## config.mk

```make
export PLATFORM = sky130hd
export DESIGN_NAME = rename_dispatch_unit
export DESIGN_NICKNAME = d
export VERILOG_FILES = /design/src/rtl/dispatch_pkg.sv /design/src/rtl/tag_free_list.sv /design/src/rtl/rename_dispatch_unit.sv
export SDC_FILE = /design/constraint.sdc
export NUM_CORES = 2
export LEC_CHECK = 0
export BUFFER_PORTS_ARGS = -buffer_cell sky130_fd_sc_hd__buf_2
export CAP_MARGIN = 20
export CORE_MARGIN = 3
export CORE_UTILIZATION = 51
export DETAILED_ROUTE_END_ITERATION = 6
export PLACE_DENSITY = 0.68
export REMOVE_ABC_BUFFERS = 1
export SLEW_MARGIN = 40
export SYNTH_ARGS = -nofsm -noshare
export SYNTH_HDL_FRONTEND = slang
export SYNTH_SLANG_ARGS = --single-unit
```

## constraint.sdc

```tcl
create_clock -name clk -period 70.8 [get_ports clk]
set_clock_uncertainty 0.05 [all_clocks]
set_input_delay 10.62 -clock clk [delete_from_list [all_inputs] [get_ports clk]]
set_output_delay 10.62 -clock clk [all_outputs]
set_load 0.1 [all_outputs]
```

## src/rtl/dispatch_pkg.sv

```systemverilog
// Shared types for the rename/dispatch stage: dispatch packet layout and branch FSM states.
// Widths here match the rename_dispatch_unit parameter defaults.
package dispatch_pkg;

    localparam int DP_XLEN       = 32;
    localparam int DP_NUM_AREGS  = 32;
    localparam int DP_TAG_W      = 6;
    localparam int DP_NUM_QUEUES = 4;
    localparam int DP_PAYLOAD_W  = 64;

    typedef enum logic [0:0] {
        RUN     = 1'b0,
        BR_WAIT = 1'b1
    } branch_state_e;

    typedef struct packed {
        logic                    rs1_rdy;
        logic [DP_TAG_W-1:0]     rs1_tag;
        logic [DP_XLEN-1:0]      rs1_data;
        logic                    rs2_rdy;
        logic [DP_TAG_W-1:0]     rs2_tag;
        logic [DP_XLEN-1:0]      rs2_data;
        logic [DP_TAG_W-1:0]     rd_tag;
        logic                    rd_we;
        logic [DP_PAYLOAD_W-1:0] payload;
    } dispatch_pkt_t;

endpackage

```

## src/rtl/tag_free_list.sv

```systemverilog
// Circular FIFO of free rename tags, reset full with tags 0..DEPTH-1.
// head/empty are combinational from state; pop/push take effect at the clock edge.
// Pushes into a full list are dropped unless a pop frees a slot in the same cycle.
module tag_free_list #(
    parameter int DEPTH = 64,
    parameter int W     = 6,
    localparam int PW   = $clog2(DEPTH),
    localparam int CW   = $clog2(DEPTH + 1)
) (
    input  logic          clk,
    input  logic          rst,
    input  logic          pop,
    input  logic          push,
    input  logic [W-1:0]  push_tag,
    output logic [W-1:0]  head,
    output logic          empty,
    output logic [CW-1:0] count
);

    logic [W-1:0]  mem_q [DEPTH];
    logic [W-1:0]  mem_d [DEPTH];
    logic [PW-1:0] rd_ptr_q, rd_ptr_d;
    logic [PW-1:0] wr_ptr_q, wr_ptr_d;
    logic [CW-1:0] count_q, count_d;
    logic          pop_ok;
    logic          push_ok;

    assign head    = mem_q[rd_ptr_q];
    assign empty   = (count_q == '0);
    assign count   = count_q;
    assign pop_ok  = pop & ~empty;
    assign push_ok = push & ((count_q != CW'(DEPTH)) | pop_ok);

    always_comb begin
        mem_d    = mem_q;
        rd_ptr_d = rd_ptr_q;
        wr_ptr_d = wr_ptr_q;
        count_d  = count_q;
        if (push_ok) begin
            mem_d[wr_ptr_q] = push_tag;
            wr_ptr_d        = wr_ptr_q + PW'(1);
        end
        if (pop_ok) begin
            rd_ptr_d = rd_ptr_q + PW'(1);
        end
        case ({pop_ok, push_ok})
            2'b10:   count_d = count_q - CW'(1);
            2'b01:   count_d = count_q + CW'(1);
            default: count_d = count_q;
        endcase
    end

    always_ff @(posedge clk or posedge rst) begin
        if (rst) begin
            for (int i = 0; i < DEPTH; i++) begin
                mem_q[i] <= W'(i);
            end
            rd_ptr_q <= '0;
            wr_ptr_q <= '0;
            count_q  <= CW'(DEPTH);
        end else begin
            mem_q    <= mem_d;
            rd_ptr_q <= rd_ptr_d;
            wr_ptr_q <= wr_ptr_d;
            count_q  <= count_d;
        end
    end

endmodule

```

## src/rtl/rename_dispatch_unit.sv

```systemverilog
// Renames rd through a tag free list/RST, resolves sources (regfile, RST or CDB forward), dispatches to an issue queue.
// Latency: one cycle from fire to out_valid/out_pkt; redirect pulses one cycle after the resolving CDB beat.
// Backpressure: in_ready drops for a full target queue, tag exhaustion, or while waiting on an unresolved branch.
module rename_dispatch_unit
    import dispatch_pkg::*;
#(
    parameter int XLEN       = DP_XLEN,
    parameter int NUM_AREGS  = DP_NUM_AREGS,
    parameter int TAG_W      = DP_TAG_W,
    parameter int NUM_QUEUES = DP_NUM_QUEUES,
    parameter int PAYLOAD_W  = DP_PAYLOAD_W,
    localparam int AW        = $clog2(NUM_AREGS),
    localparam int QW        = $clog2(NUM_QUEUES)
) (
    input  logic                  clk,
    input  logic                  rst,
    input  logic                  in_valid,
    output logic                  in_ready,
    input  logic [AW-1:0]         in_rs1,
    input  logic [AW-1:0]         in_rs2,
    input  logic [AW-1:0]         in_rd,
    input  logic                  in_rd_we,
    input  logic [QW-1:0]         in_queue,
    input  logic                  in_is_branch,
    input  logic [PAYLOAD_W-1:0]  in_payload,
    input  logic [NUM_QUEUES-1:0] q_full,
    input  logic                  cdb_valid,
    input  logic [TAG_W-1:0]      cdb_tag,
    input  logic [XLEN-1:0]       cdb_data,
    input  logic                  cdb_branch,
    input  logic                  cdb_taken,
    output logic [NUM_QUEUES-1:0] out_valid,
    output dispatch_pkt_t         out_pkt,
    output logic                  redirect,
    output logic                  redirect_taken
);

    localparam int NUM_TAGS = 2 ** TAG_W;
    localparam int CW       = $clog2(NUM_TAGS + 1);

    typedef struct packed {
        logic             rdy;
        logic [TAG_W-1:0] tag;
        logic [XLEN-1:0]  data;
    } src_t;

    branch_state_e         state_q, state_d;
    logic [NUM_AREGS-1:0]  rst_vld_q, rst_vld_d;
    logic [TAG_W-1:0]      rst_tag_q [NUM_AREGS];
    logic [TAG_W-1:0]      rst_tag_d [NUM_AREGS];
    logic [XLEN-1:0]       regfile_q [NUM_AREGS];
    logic [XLEN-1:0]       regfile_d [NUM_AREGS];
    logic [NUM_QUEUES-1:0] out_valid_q, out_valid_d;
    dispatch_pkt_t         out_pkt_q, out_pkt_d;
    logic                  redirect_q, redirect_d;
    logic                  redirect_taken_q, redirect_taken_d;

    logic                  need_tag;
    logic                  fire;
    logic                  fl_empty;
    logic [TAG_W-1:0]      fl_head;
    logic [CW-1:0]         fl_count;
    src_t                  rs1_src;
    src_t                  rs2_src;

    // Sources read the pre-rename mapping, so rs==rd of one instruction sees the old producer.
    function automatic src_t resolve(input logic             is_zero,
                                     input logic             pend,
                                     input logic [TAG_W-1:0] tag,
                                     input logic [XLEN-1:0]  rf_data,
                                     input logic             cdb_hit,
                                     input logic [XLEN-1:0]  fwd_data);
        src_t s;
        s = '0;
        if (is_zero) begin
            s.rdy = 1'b1;
        end else if (pend && cdb_hit) begin
            s.rdy  = 1'b1;
            s.tag  = tag;
            s.data = fwd_data;
        end else if (pend) begin
            s.tag = tag;
        end else begin
            s.rdy  = 1'b1;
            s.data = rf_data;
        end
        return s;
    endfunction

    assign need_tag = in_rd_we & (in_rd != '0);
    assign in_ready = (state_q == RUN) & ~q_full[in_queue] & (~need_tag | ~fl_empty);
    assign fire     = in_valid & in_ready;

    assign rs1_src = resolve(in_rs1 == '0, rst_vld_q[in_rs1], rst_tag_q[in_rs1], regfile_q[in_rs1],
                             cdb_valid && (cdb_tag == rst_tag_q[in_rs1]), cdb_data);
    assign rs2_src = resolve(in_rs2 == '0, rst_vld_q[in_rs2], rst_tag_q[in_rs2], regfile_q[in_rs2],
                             cdb_valid && (cdb_tag == rst_tag_q[in_rs2]), cdb_data);

    tag_free_list #(
        .DEPTH (NUM_TAGS),
        .W     (TAG_W)
    ) u_free_list (
        .clk      (clk),
        .rst      (rst),
        .pop      (fire & need_tag),
        .push     (cdb_valid),
        .push_tag (cdb_tag),
        .head     (fl_head),
        .empty    (fl_empty),
        .count    (fl_count)
    );

    always_comb begin
        assert (fl_empty == (fl_count == '0));
    end

    // CDB writeback first, then a same-cycle rename of the same register overrides the RST entry.
    always_comb begin
        rst_vld_d = rst_vld_q;
        rst_tag_d = rst_tag_q;
        regfile_d = regfile_q;
        if (cdb_valid) begin
            for (int r = 1; r < NUM_AREGS; r++) begin
                if (rst_vld_q[r] && (rst_tag_q[r] == cdb_tag)) begin
                    rst_vld_d[r] = 1'b0;
                    regfile_d[r] = cdb_data;
                end
            end
        end
        if (fire && need_tag) begin
            rst_vld_d[in_rd] = 1'b1;
            rst_tag_d[in_rd] = fl_head;
        end
    end

    always_comb begin
        out_valid_d = '0;
        out_pkt_d   = out_pkt_q;
        if (fire) begin
            out_valid_d        = {{(NUM_QUEUES-1){1'b0}}, 1'b1} << in_queue;
            out_pkt_d.rs1_rdy  = rs1_src.rdy;
            out_pkt_d.rs1_tag  = rs1_src.tag;
            out_pkt_d.rs1_data = rs1_src.data;
            out_pkt_d.rs2_rdy  = rs2_src.rdy;
            out_pkt_d.rs2_tag  = rs2_src.tag;
            out_pkt_d.rs2_data = rs2_src.data;
            out_pkt_d.rd_tag   = need_tag ? fl_head : '0;
            out_pkt_d.rd_we    = need_tag;
            out_pkt_d.payload  = in_payload;
        end
    end

    always_comb begin
        state_d          = state_q;
        redirect_d       = 1'b0;
        redirect_taken_d = 1'b0;
        case (state_q)
            RUN: begin
                if (fire && in_is_branch) begin
                    state_d = BR_WAIT;
                end
            end
            BR_WAIT: begin
                if (cdb_valid && cdb_branch) begin
                    state_d          = RUN;
                    redirect_d       = 1'b1;
                    redirect_taken_d = cdb_taken;
                end
            end
            default: state_d = RUN;
        endcase
    end

    always_ff @(posedge clk or posedge rst) begin
        if (rst) begin
            state_q          <= RUN;
            rst_vld_q        <= '0;
            out_valid_q      <= '0;
            out_pkt_q        <= '0;
            redirect_q       <= 1'b0;
            redirect_taken_q <= 1'b0;
            for (int r = 0; r < NUM_AREGS; r++) begin
                rst_tag_q[r] <= '0;
                regfile_q[r] <= '0;
            end
        end else begin
            state_q          <= state_d;
            rst_vld_q        <= rst_vld_d;
            rst_tag_q        <= rst_tag_d;
            regfile_q        <= regfile_d;
            out_valid_q      <= out_valid_d;
            out_pkt_q        <= out_pkt_d;
            redirect_q       <= redirect_d;
            redirect_taken_q <= redirect_taken_d;
        end
    end

    assign out_valid      = out_valid_q;
    assign out_pkt        = out_pkt_q;
    assign redirect       = redirect_q;
    assign redirect_taken = redirect_taken_q;

endmodule

```

==> flow_summary.ini <==
[clock_network]
ctsHoldBuffers = 0
clk_path_buf_depth = 3
cts_root_buf = clkbuf_16
cts_setup_buffers = 0
htree_levels = 4
clk_transition_reported_paths_ns = 0.06
cts_tree = yes
cts_buffers = 192
insertion_delay_ns = 0.87
post_cts_resized = 0
cts.sinks = 1775

[power]
power_frac_comb_pct = 31.2
internal_power_w = 0.00241
p_per_area_nw_per_um2 = 36.2
leakagePower_nw = 46.5
pwr-share-clk_pct = 28.2
power_frac_seq_pct = 40.6
p_sw_share_pct = 35.7
worst_ir_drop_vdd_v = 0.0000451
power.switching_w = 0.00134

[critical_path]
worst-setup-path-type = in -> out
startpoint_type = primary input
reg2regPathDepth = 15
reg2reg_from = u_free_list.count[5]$_DFFE_PP0P_
cp.arrival_ns = 12.19
critPathCaptureType = output port
rr_endpoint = u_free_list.count[6]$_DFFE_PP1P_
regToRegSetupSlack_ns = 66.25
cp_max_fo = 5
required_ns = 60.13

[logic_synthesis]
synth_flop_cell = dfrtp_1
netlist_top_cells_area = dfrtp_1, mux4_2, mux2_2
synth_area_um2 = 92900
synth.most_common_cell = dfrtp_1
syn_area_per_cell_um2 = 14.0
synthCells = 6659
synth-seq-cells = 1775
synth_warnings = 0
synth_area_leader_cell = dfrtp_1
synth_common_cells = dfrtp_1, mux2_2, mux4_2
synth_edf_count = 0
async_flop_share_pct = 100
seq_area_frac_synth_pct = 48.1
synth_top_area_share_pct = 42.6
synth_cell_type_count = 76

[grt]
grt-ovfl-total = 0
antenna_found_initial = 18
track_usage_pct = 30.4
grt_pass1_vias = 62700
grt_pass1_wl_um = 422000
grt_start_max_net_pins = 155

[drt]
ant_nets = 0
wl_met2_um = 137000
via_per_inst = 6.62
firstDrtPassIters = 7
vias = 60800
wl_per_cell_um = 31.0
drc = 9
wirelength_um = 284000
met3_length_um = 22300
wl_met1_um = 109000
drt_iter0_markers = 5929
routed.top_layer = met5

[final_layout]
syn2layout_area_growth_pct = 11.4
finalNetCount = 6770
drive_gt1_share_pct = 48.7
fillers = 14200

[timing]
clock.fmax_mhz = 43.8
finalHoldViolCount = 0
fin_crit_sh_pct = 32.3
period_minus_slack_ns = 22.86
setup_violations = 0
setup_tns_ns = 0
rsz0062_at_grt = false
whs_ns = 0.347
slew_violations = 0
tightest_slew_ns = 0.966
slew_headroom_pct = 35.6

[floorplan]
coreArea_um2 = 181000
die_h_um = 433
dieArea_um2 = 187000
io_pins = 287
initial_core_util_pct = 51.4
num_rows = 156
die_w_um = 433

[min_path]
min-delay-start = rst_tag_q[187]$_DFFE_PP0P_
hold_path_depth = 0
whs_endpoint = rst_tag_q[187]$_DFFE_PP0P_
hp-class = reg -> reg

[place]
dp_hpwl_um = 163000
gp_congestion = 0.913
port-buffer-count = 286

[run]
maxCapViolCount = 0

[run_status]
violations = design-rule violations
status = complete, but fails checks
## through the flow
step / area, um^2 / setup WS [ns] / cells / power (W) / utilization [%]
after floorplan: 90300 / 10.34 / 6020 / 0.00233 / -
after global placement: 96100 / 47.97 / 8790 / 0.00265 / 53.1
after detailed placement: 96600 / 47.95 / 8803 / 0.00270 / 53.4
after CTS: 103000 / 47.95 / 9165 / 0.00376 / 57.1
after global routing: 104000 / 47.87 / 9175 / 0.00390 / 57.2
final: 104000 / 47.94 / 9179 / 0.00375 / 57.2
## worst max-delay path by stage
stage / startpoint / endpoint / slack [ns] / cells past startpoint
after floorplan: rst / out_pkt[0]$_DFFE_PP0P_ / 10.34 / 1
after global placement: in_queue[0] / in_ready / 47.97 / 5
after detailed placement: in_queue[0] / in_ready / 47.95 / 5
after CTS: in_queue[0] / in_ready / 47.95 / 5
after global routing: in_queue[0] / in_ready / 47.87 / 5
final: in_queue[0] / in_ready / 47.94 / 5
## cell families (layout without fill, tap and decap cells)
logic type / Yosys count / after routing / synth area share, %
muxes: 2382 / 2382 / 37.9
DFF: 1775 / 1775 / 48.1
and+or+nand+nor: 980 / 980 / 4.71
buffers and inverters: 725 / 864 / 3.16
AOI/OAI and AO/OA: 576 / 576 / 4.08
xor gates and xnor gates: 212 / 212 / 2.00
adders and majority gates: 9 / 9 / 0.129
other: 0 / 11 / 0
## per-layer routing
layer / vias up / global-route usage [%]
met5: - / 0
met4: 2 / 15.6
met3: 736 / 6.59
met2: 2747 / 48.9
met1: 32400 / 39.1
li1: 24900 / -
## sequential cells by signal (all words and copies together), names as in the netlist
name                  count
regfile_q               992
u_free_list.mem_q       384
rst_tag_q               192
out_pkt                 149
rst_vld_q                32
u_free_list.count         7
u_free_list.rd_ptr_q      6
u_free_list.wr_ptr_q      6
out_valid                 4
redirect                  1
redirect_taken            1
state_q                   1
## cell type report
| cell class | instances | area (um^2) | area share, % |
|---|---|---|---|
| Multi-Input combinational cell | 4159 | 45900 | 44.3 |
| Sequential cell | 1775 | 44700 | 43.2 |
| Clock buffer | 280 | 5720 | 5.52 |
| Tap cell | 2370 | 2970 | 2.86 |
| Timing Repair Buffer | 416 | 2860 | 2.76 |
| Clock inverter | 82 | 1030 | 1.00 |
| Inverter | 86 | 340 | 0.329 |
| Antenna cell | 11 | 27.5 | 0.0266 |
## placed cells by master, fill, tap and decap left out, drive strengths merged, types with 8 or more instances in the layout
master,n
nor4,34
nor2b,33
inv,88
o21ai,310
diode,11
and2,8
a21oi,30
mux4,755
ha,8
dfrtp,1582
a221oi,36
bufinv,14
dfstp,193
a31o,32
buf,415
a22o,46
xnor2,109
clkinv,59
nand3,86
a22oi,39
o31ai,34
nand4,35
clkbuf,281
mux2,1478
o22ai,12
nor2,59
mux2i,149
nand2,611
and3,41
xor2,103
nand2b,8
nor3,30
## critical path: stages
cell	delay [ns]
buf_2	0.13
mux4_2	0.49
nor2_1	0.32
o31a_1	0.21
buf_2	0.42
## power by group through the flow
stage	registers, W	logic [W]	clock network [W]
6_report	0.00152	0.00117	0.00106
5_1_grt	0.00155	0.00123	0.00111
4_1_cts	0.00152	0.00117	0.00107
3_5_place_dp	0.00153	0.00117	0
3_3_place_gp	0.00151	0.00113	0
2_1_floorplan	0.00170	0.000626	0
(Power assumes the default switching activity.)
